[config.mk]
export PLATFORM = sky130hd
export DESIGN_NAME = qed_dual_port_fifo
export DESIGN_NICKNAME = d
export VERILOG_FILES = /design/src/rtl/qed_pkg.sv /design/src/rtl/qed_dual_port_fifo.sv
export SDC_FILE = /design/constraint.sdc
export NUM_CORES = 1
export LEC_CHECK = 0
export BUFFER_PORTS_ARGS = -buffer_cell sky130_fd_sc_hd__buf_2
export CAP_MARGIN = 30
export CORE_ASPECT_RATIO = 1.1
export CORE_UTILIZATION = 50
export CTS_CLUSTER_SIZE = 8
export DETAILED_ROUTE_END_ITERATION = 7
export PLACE_DENSITY = 0.77
export SYNTH_ARGS = -nofsm -noshare
export SYNTH_HDL_FRONTEND = slang
export SYNTH_SLANG_ARGS = --single-unit
[constraint.sdc]
create_clock -name clk -period 4.33 [get_ports clk]
set_input_delay 0.6495 -clock clk [delete_from_list [all_inputs] [get_ports clk]]
set_output_delay 0.6495 -clock clk [all_outputs]
set_load 0.005 [all_outputs]
[src/rtl/qed_pkg.sv]
// Shared types and constants for the QED commit-side result checker.
package qed_pkg;

   localparam int QED_DATA_W = 32;
   localparam int QED_HALF_BIT = 4;

   localparam logic [2:0] QED_ERR_NONE = 3'b000;
   localparam logic [2:0] QED_ERR_DATA = 3'b001;
   localparam logic [2:0] QED_ERR_RD = 3'b010;
   localparam logic [2:0] QED_ERR_UNDERFLOW = 3'b011;
   localparam logic [2:0] QED_ERR_OVERFLOW = 3'b100;

   typedef struct packed {
      logic [3:0] idx;
      logic [QED_DATA_W-1:0] data;
   } qed_entry_t;

   function automatic logic [2:0] qed_cmp(
      input qed_entry_t e,
      input logic [3:0] idx,
      input logic [QED_DATA_W-1:0] data
   );
      if (e.idx != idx) return QED_ERR_RD;
      if (e.data != data) return QED_ERR_DATA;
      return QED_ERR_NONE;
   endfunction

endpackage

[src/rtl/qed_dual_port_fifo.sv]
// Circular buffer accepting 0-2 pushes and 0-2 pops per cycle.
module qed_dual_port_fifo
   import qed_pkg::*;
#(
   parameter int DEPTH = 16,
   localparam int AW = $clog2(DEPTH)
) (
   input  logic       clk,
   input  logic       rst_n,
   input  logic [1:0] wr_n,
   input  qed_entry_t wr_d0,
   input  qed_entry_t wr_d1,
   input  logic [1:0] rd_n,
   output qed_entry_t head0,
   output qed_entry_t head1,
   output logic [AW:0] count
);

   qed_entry_t mem [DEPTH];
   logic [AW-1:0] head;
   logic [AW-1:0] tail;
   logic [AW-1:0] head_nx;
   logic [AW-1:0] tail_nx;

   assign head_nx = head + AW'(1);
   assign tail_nx = tail + AW'(1);
   assign head0 = mem[head];
   assign head1 = mem[head_nx];

   always_ff @(posedge clk) begin
      if (wr_n != 2'd0) mem[tail] <= wr_d0;
      if (wr_n == 2'd2) mem[tail_nx] <= wr_d1;
   end

   always_ff @(posedge clk or negedge rst_n) begin
      if (!rst_n) begin
         head <= '0;
         tail <= '0;
         count <= '0;
      end else begin
         head <= head + AW'(rd_n);
         tail <= tail + AW'(wr_n);
         count <= count + (AW+1)'(wr_n) - (AW+1)'(rd_n);
      end
   end

endmodule

[After elaboration in Yosys (flattened, before gate mapping)]
Memories as Yosys holds them, arrays and structs flattened.
Index checks and enable logic that the tools add are counted.
Word-level totals
  register bits: 13
  bits in writable memories: 576
  bits of input ports: 78
  output and inout port bits: 77
  logic and storage cells: 16
  memories kept: 1
Operators by class
  add/subtract/negate cells: 6
  equal/unequal tests: 1
  multiplexer cells: 4
  reduce and logical (&&, ||, !) cells: 1
Memories
  mem: words 16, width 36, rd ports 2, clocked after memory_dff 0, wr ports 2, line qed_dual_port_fifo.sv:19  | qed_entry_t mem [DEPTH];
Operators by type and width (count)
  4-bit by 1-bit adder with 4-bit output, second input constant: 2
  4-bit by 2-bit adder with 4-bit output: 2
  5-bit by 2-bit adder with 5-bit output: 1
  5-bit by 2-bit subtractor with 5-bit output: 1
  1-bit two-way mux: 4
  2-bit == test, second input constant: 1
  2-bit nonzero test: 1

[Logic depth before layout (Yosys ltp)]
Gate-level depths: netlist of run 1.
  word-level depth: 3
  depth in mapped cells: 9
  depth with buffers taken out: 8

[Worst setup path after synthesis of run 1]
OpenSTA, ideal clock, no wires.
  path kind: input to register
  start point: input port wr_n[0]
  end point: memory mem[2][0] in the netlist's numbering, enable pin
  library setup time: 0.484 ns
  arrival: 3.758 ns
  required time: 3.846 ns
  setup slack: 0.088 ns
  stages on the path: 4
  path buffers: 1
  path through: buf_2 -> nor3b_1 -> o21ai_0 -> a211oi_1
RTL lines
  start: declaration: line qed_dual_port_fifo.sv:10  | input logic [1:0] wr_n,
  end: declaration: line qed_dual_port_fifo.sv:19

==> results of run 1 <==
-- power by group --
group,internal (mW),leakage (nW),switching (mW)
Sequential,7.54,5.39,0.537
Clock,3.45,1.10,2.48
Combinational,6.05,6.42,7.85
-- layer usage --
layer	vias to the layer above	track usage	part of all wire
met5	-	0	0.00072
met4	12	0.161	0.055
met3	373	0.0627	0.10
met2	1577	0.503	0.49
met1	11700	0.385	0.35
li1	8739	-	-
-- critical path, cell delays in order (launching register included) --
cell and delay, ps:
dfrtp_1 660, clkinv_1 500, nor2_4 850, buf_4 380, a221o_1 270, buf_2 150
-- sequential cells by signal (all words and copies together), names as in the netlist --
name / flops
mem: 576
tail: 4
head: 4
count: 5
-- worst min path at each step --
stage	startpoint	to	slack, ps	cells after the start
global placement	count[4]$_DFF_PN0_	count[4]$_DFF_PN0_	570	2
CTS	rd_n[0]	head[0]$_DFF_PN0_	420	2
detailed placement	rst_n	count[3]$_DFF_PN0_	580	1
global route	rd_n[0]	head[0]$_DFF_PN0_	410	2
floorplan	rst_n	count[0]$_DFF_PN0_	350	0
finish	rd_n[0]	head[0]$_DFF_PN0_	430	2
-- cell families (layout without fill, tap and decap cells) --
kind of cell / after synthesis / count (layout) / synth area share
mux: 865 / 865 / 0.381
flops: 589 / 589 / 0.513
simple gates: 253 / 253 / 0.0406
buf+inv: 249 / 352 / 0.0331
compound gates: 90 / 90 / 0.0239
fa+ha+maj: 14 / 14 / 0.00597
xor+xnor: 8 / 8 / 0.00204
other cells: 0 / 8 / 0
-- per-stage QoR --
| stage | instance area [µm²] | utilization | setup WS, ps |
|---|---|---|---|
| floorplan | 34300 | - | 88.1 |
| global placement | 36200 | 0.533 | 971 |
| detailed placement | 36200 | 0.534 | 901 |
| CTS | 38500 | 0.568 | 231 |
| global route | 38500 | 0.568 | 87.7 |
| finish | 38500 | 0.568 | 237 |
-- cell usage after synthesis, types with 13 or more instances --
cell,count,area [µm²]
a221o_1,36,360
a22o_1,36,315
buf_2,84,420
clkbuf_1,123,462
dfrtp_1,13,325
edfxtp_1,576,17300
inv_1,13,48.8
mux2_2,536,6040
mux2_4,30,450
mux4_2,288,6490
nand2_1,20,75.1
nand3_1,145,726
nand4_1,37,231
nor2_1,13,48.8
-- final cells by class --
| type | count | area (µm²) |
|---|---|---|
| antenna | 8 | 20.0 |
| clock buffer | 96 | 2130 |
| clock inverter | 7 | 155 |
| fill | 5157 | 29300 |
| inverter | 14 | 52.6 |
| multi-input combinational | 1230 | 15800 |
| sequential | 589 | 17600 |
| tap | 918 | 1150 |
| timing repair buffer | 235 | 1600 |
==> results.md, run 1 <==
- Status: completed
- Share of synthesized area occupied by flip-flops and latches: 0.513
- Commonest non-fill, non-tap cell in the layout: edfxtp_1
- Critical path data required time: 3680 ps
- Fmax: 244 MHz
- Max-slew violation count: 0
- Global-route wire length before repair: 155000 µm
- Global placer's final weighted congestion: 0.820
- Die Y: 277 µm
- Clock Root Buffer: clkbuf_16
- CTS Buf Count: 83
- Clk_skew: 46.3 ps
- Nets: 2245
- Placed cells: 2985
- Final HPWL DP: 61400 µm
- RR Startpoint: tail[2]$_DFF_PN0_
- Source of the critical timing path: head[3]$_DFF_PN0_
- Drt pass-1 iters: 5
- Hold slack: 427 ps
- Most frequent cells in the layout: edfxtp_1 (576), mux2_2 (536), mux4_2 (288)
- Final non-filler cell total: 3097
- Port bufs: 154
- Via count: 22400
- Max Root-Sink Buffers: 3
- Crit path time final: 4090 ps
- R2R depth: 4
- Row count: 100
- PnR Total Power: 27.9 mW
- WP data arrival: 3440 ps
- Maximum vdd ir drop: 0.920 mV
- Post-Syn Nets: 2160
- Unique masters post-synth: 49
- Area Overhead vs Synth: 12.2%
- Top_reg_cell synth: edfxtp_1
- Clk_lat worst skew: 650 ps
- CTS tree: done
- Asr flop ratio synth: 0.0221
- Total grt overflow: 0
- Antenna viol nets, final: 0
- Core area: 67800 µm²
- RSZ-0062 raised after global routing: no
- Worst rel slew slack: 0.227
- DR iter-0 viols: 3133
- MaxCap Viol Count: 0
- Initial antenna violation count: 12
- R2r endpoint: mem[8][17]$_DFFE_PP_
- Tot GR Track Use: 0.307
- Layout cells sized above 1: 0.567
- Largest net degree at the start of global routing: 129
- Tightest Hold Check Type: in -> reg
- Final Setup Violations: 0
- Synthesized instance count: 2068
- Die W: 252 µm
- Hold-fix buffers, CTS: 1
- Die area: 69700 µm²
- Clock Sinks: 589
- DRC: 0
- Io pins: 155
- Wire per inst: 34.5 µm
- Post-CTS repair timing setup buffer count: 0
- Mean area per synthesized cell: 16.6 µm²
- Setup crit start kind: flop
- Number of enable flip-flop cells after synthesis: 576
- Vias per inst: 7.22
- Synth warnings: 0
- Final wirelength: 107000 µm
- CTS resizes: 0
- Htree depth: 3
- Post-synthesis cell area: 34300 µm²
- Vias in the first global route: 22900
- Actual slew at the worst max-slew pin: 1160 ps
- Crit Path Max Fanout: 16
- #FFs+latches synth: 589
- Total Neg Setup Slack: 0 ps
- Period utilization: 0.945
- Starting density of the core: 0.506
- CTS clk-pin slew, worst paths: 50 ps
- WS Path Type: reg -> out
- Crit end category: output port
- Power Density: 725 nW/µm²
- R2R Setup Slk: 1290 ps
- Final Hold Viols: 0
- P_leak: 12.9 nW
- Worst Setup EP: head0[32]
No activity file was read; power rests on OpenSTA's default activity.
==> inputs of run 2 (changes only) <==
SETUP_SLACK_MARGIN = 0.3   (was unset)
==> results.md, run 2 (same netlist as run 1, synthesis figures left out) <==
- Status: completed
- Clk_lat worst skew: 640 ps
- CTS tree: done
- Nets: 2240
- Global placer's final weighted congestion: 0.833
- Max-slew violation count: 0
- Tot GR Track Use: 0.305
- Crit end category: output port
- DRC: 0
- Area Overhead vs Synth: 12.2%
- Via count: 22300
- WP data arrival: 3300 ps
- Biggest regs: mem: 576 flops, count: 5 flops
- Tightest Hold Check Type: in -> reg
- Die W: 252 µm
- R2R depth: 5
- MaxCap Viol Count: 0
- Placed cells: 2979
- Met3 WL post-DR: 11400 µm
- Final Setup Violations: 0
- Clock Sinks: 589
- Drt pass-1 iters: 8
- Starting density of the core: 0.506
- Max reg flops: 576
- WHS Path Cells: 2
- CTS clk-pin slew, worst paths: 50 ps
- Final HPWL DP: 60100 µm
- RR Startpoint: tail[3]$_DFF_PN0_
- Most frequent cells in the layout: edfxtp_1 (576), mux2_2 (536), mux4_2 (288)
- Post-Route M1 WL: 36400 µm
- Util after Layout: 0.568
- Clk_skew: 40.4 ps
- HP Start: rd_n[0]
- Io pins: 155
- P_leak: 12.9 nW
- Top layer in use: met5
- Wire per inst: 34.2 µm
- Crit path time final: 3950 ps
- DR iter-0 viols: 2841
- Htree depth: 3
- Layout cells sized above 1: 0.565
- Vias in the first global route: 23000
- Maximum vdd ir drop: 0.781 mV
- Power Density: 723 nW/µm²
- Setup crit start kind: flop
- Routed wl met2: 51900 µm
- Period utilization: 0.913
- Fillers: 5166
- R2r endpoint: mem[12][21]$_DFFE_PP_
- Worst rel slew slack: 0.284
- Final non-filler cell total: 3102
- Total grt overflow: 0
- Critical path data required time: 3680 ps
- Crit Path Max Fanout: 14
- Final wirelength: 106000 µm
- R2R Setup Slk: 1170 ps
- Vias per inst: 7.19
- Port bufs: 154
- RSZ-0062 raised after global routing: no
- Antenna viol nets, final: 0
- Final Hold Viols: 0
- Top reg by flops: mem
- Total Neg Setup Slack: 0 ps
- Commonest non-fill, non-tap cell in the layout: edfxtp_1
- Clock Root Buffer: clkbuf_16
- Initial antenna violation count: 11
- Fmax: 253 MHz
- WS Path Type: reg -> out
- Hold EP: head[0]$_DFF_PN0_
- CTS Buf Count: 84
- Largest net degree at the start of global routing: 113
- Global-route wire length before repair: 154000 µm
- Die Y: 277 µm
- Row count: 100
- Core area: 67800 µm²
- Die area: 69700 µm²
- Max Root-Sink Buffers: 3
- Actual slew at the worst max-slew pin: 1070 ps
## run 2: cell count changes in the layout (fill, tap and decap cells not counted), moves of 2 or more
cell	before	now
buf_4	63	55
clkbuf_1	13	19
buf_6	0	2
clkbuf_16	83	85
clkinv_16	3	1
diode_2	8	10
nor3_2	4	2
nor3_4	1	3
## run 2: stage by stage
step	setup WS [ps]	cell area [µm²]	hold WS (ps)	power (mW)
after floorplan	301	34400	354	16.6
after global placement	922	36200	569	21.5
after detailed placement	875	36200	581	21.8
after CTS	303	38500	380	27.8
after global routing	320	38500	383	28.7
final	376	38500	397	27.9
## run 2: report_power, final
part	leakage (nW)	switching, mW	internal, mW
Sequential	5.39	0.583	7.55
Clock	1.12	2.46	3.53
Combinational	6.39	7.71	6.04
## run 2: worst max-delay path, cell delays in order, from the launching register on
cell	delay, ps
dfrtp_1	670
clkinv_1	480
nor2_4	690
buf_4	370
a221o_1	300
buf_2	170
## run 2: worst max-delay path by stage
stage	start	to
after global routing	head[1]$_DFF_PN0_	head0[20]
final	head[3]$_DFF_PN0_	head0[0]
after floorplan	tail[1]$_DFF_PN0_	mem[0][0]$_DFFE_PP_
after detailed placement	head[1]$_DFF_PN0_	head0[20]
after global placement	head[1]$_DFF_PN0_	head0[20]
after CTS	head[0]$_DFF_PN0_	head0[28]
## run 2: timing repair
| action | CTS | global route |
|---|---|---|
| hold endpoints to repair | 13 | 0 |
| hold buffers | 1 | 0 |
| gates resized for setup | 1 | 1 |
| setup buffers | 0 | 0 |
| endpoints found under the setup margin | 4 | 5 |
## run 2: routing by layer
metal  vias to the layer above  GRT usage
met2                      1625      0.503
met4                         4      0.163
met3                       404     0.0634
li1                       8735          -
met1                     11500      0.378
met5                         -          0
## run 2: area by class of cell
type	instances	area, µm²	share of cell area
Antenna cell	10	25.0	0.000649
Clock buffer	104	2200	0.0570
Clock inverter	8	114	0.00295
Inverter	14	52.6	0.00136
Multi-Input combinational cell	1230	15800	0.410
Sequential cell	589	17600	0.457
Tap cell	918	1150	0.0298
Timing Repair Buffer	229	1560	0.0406
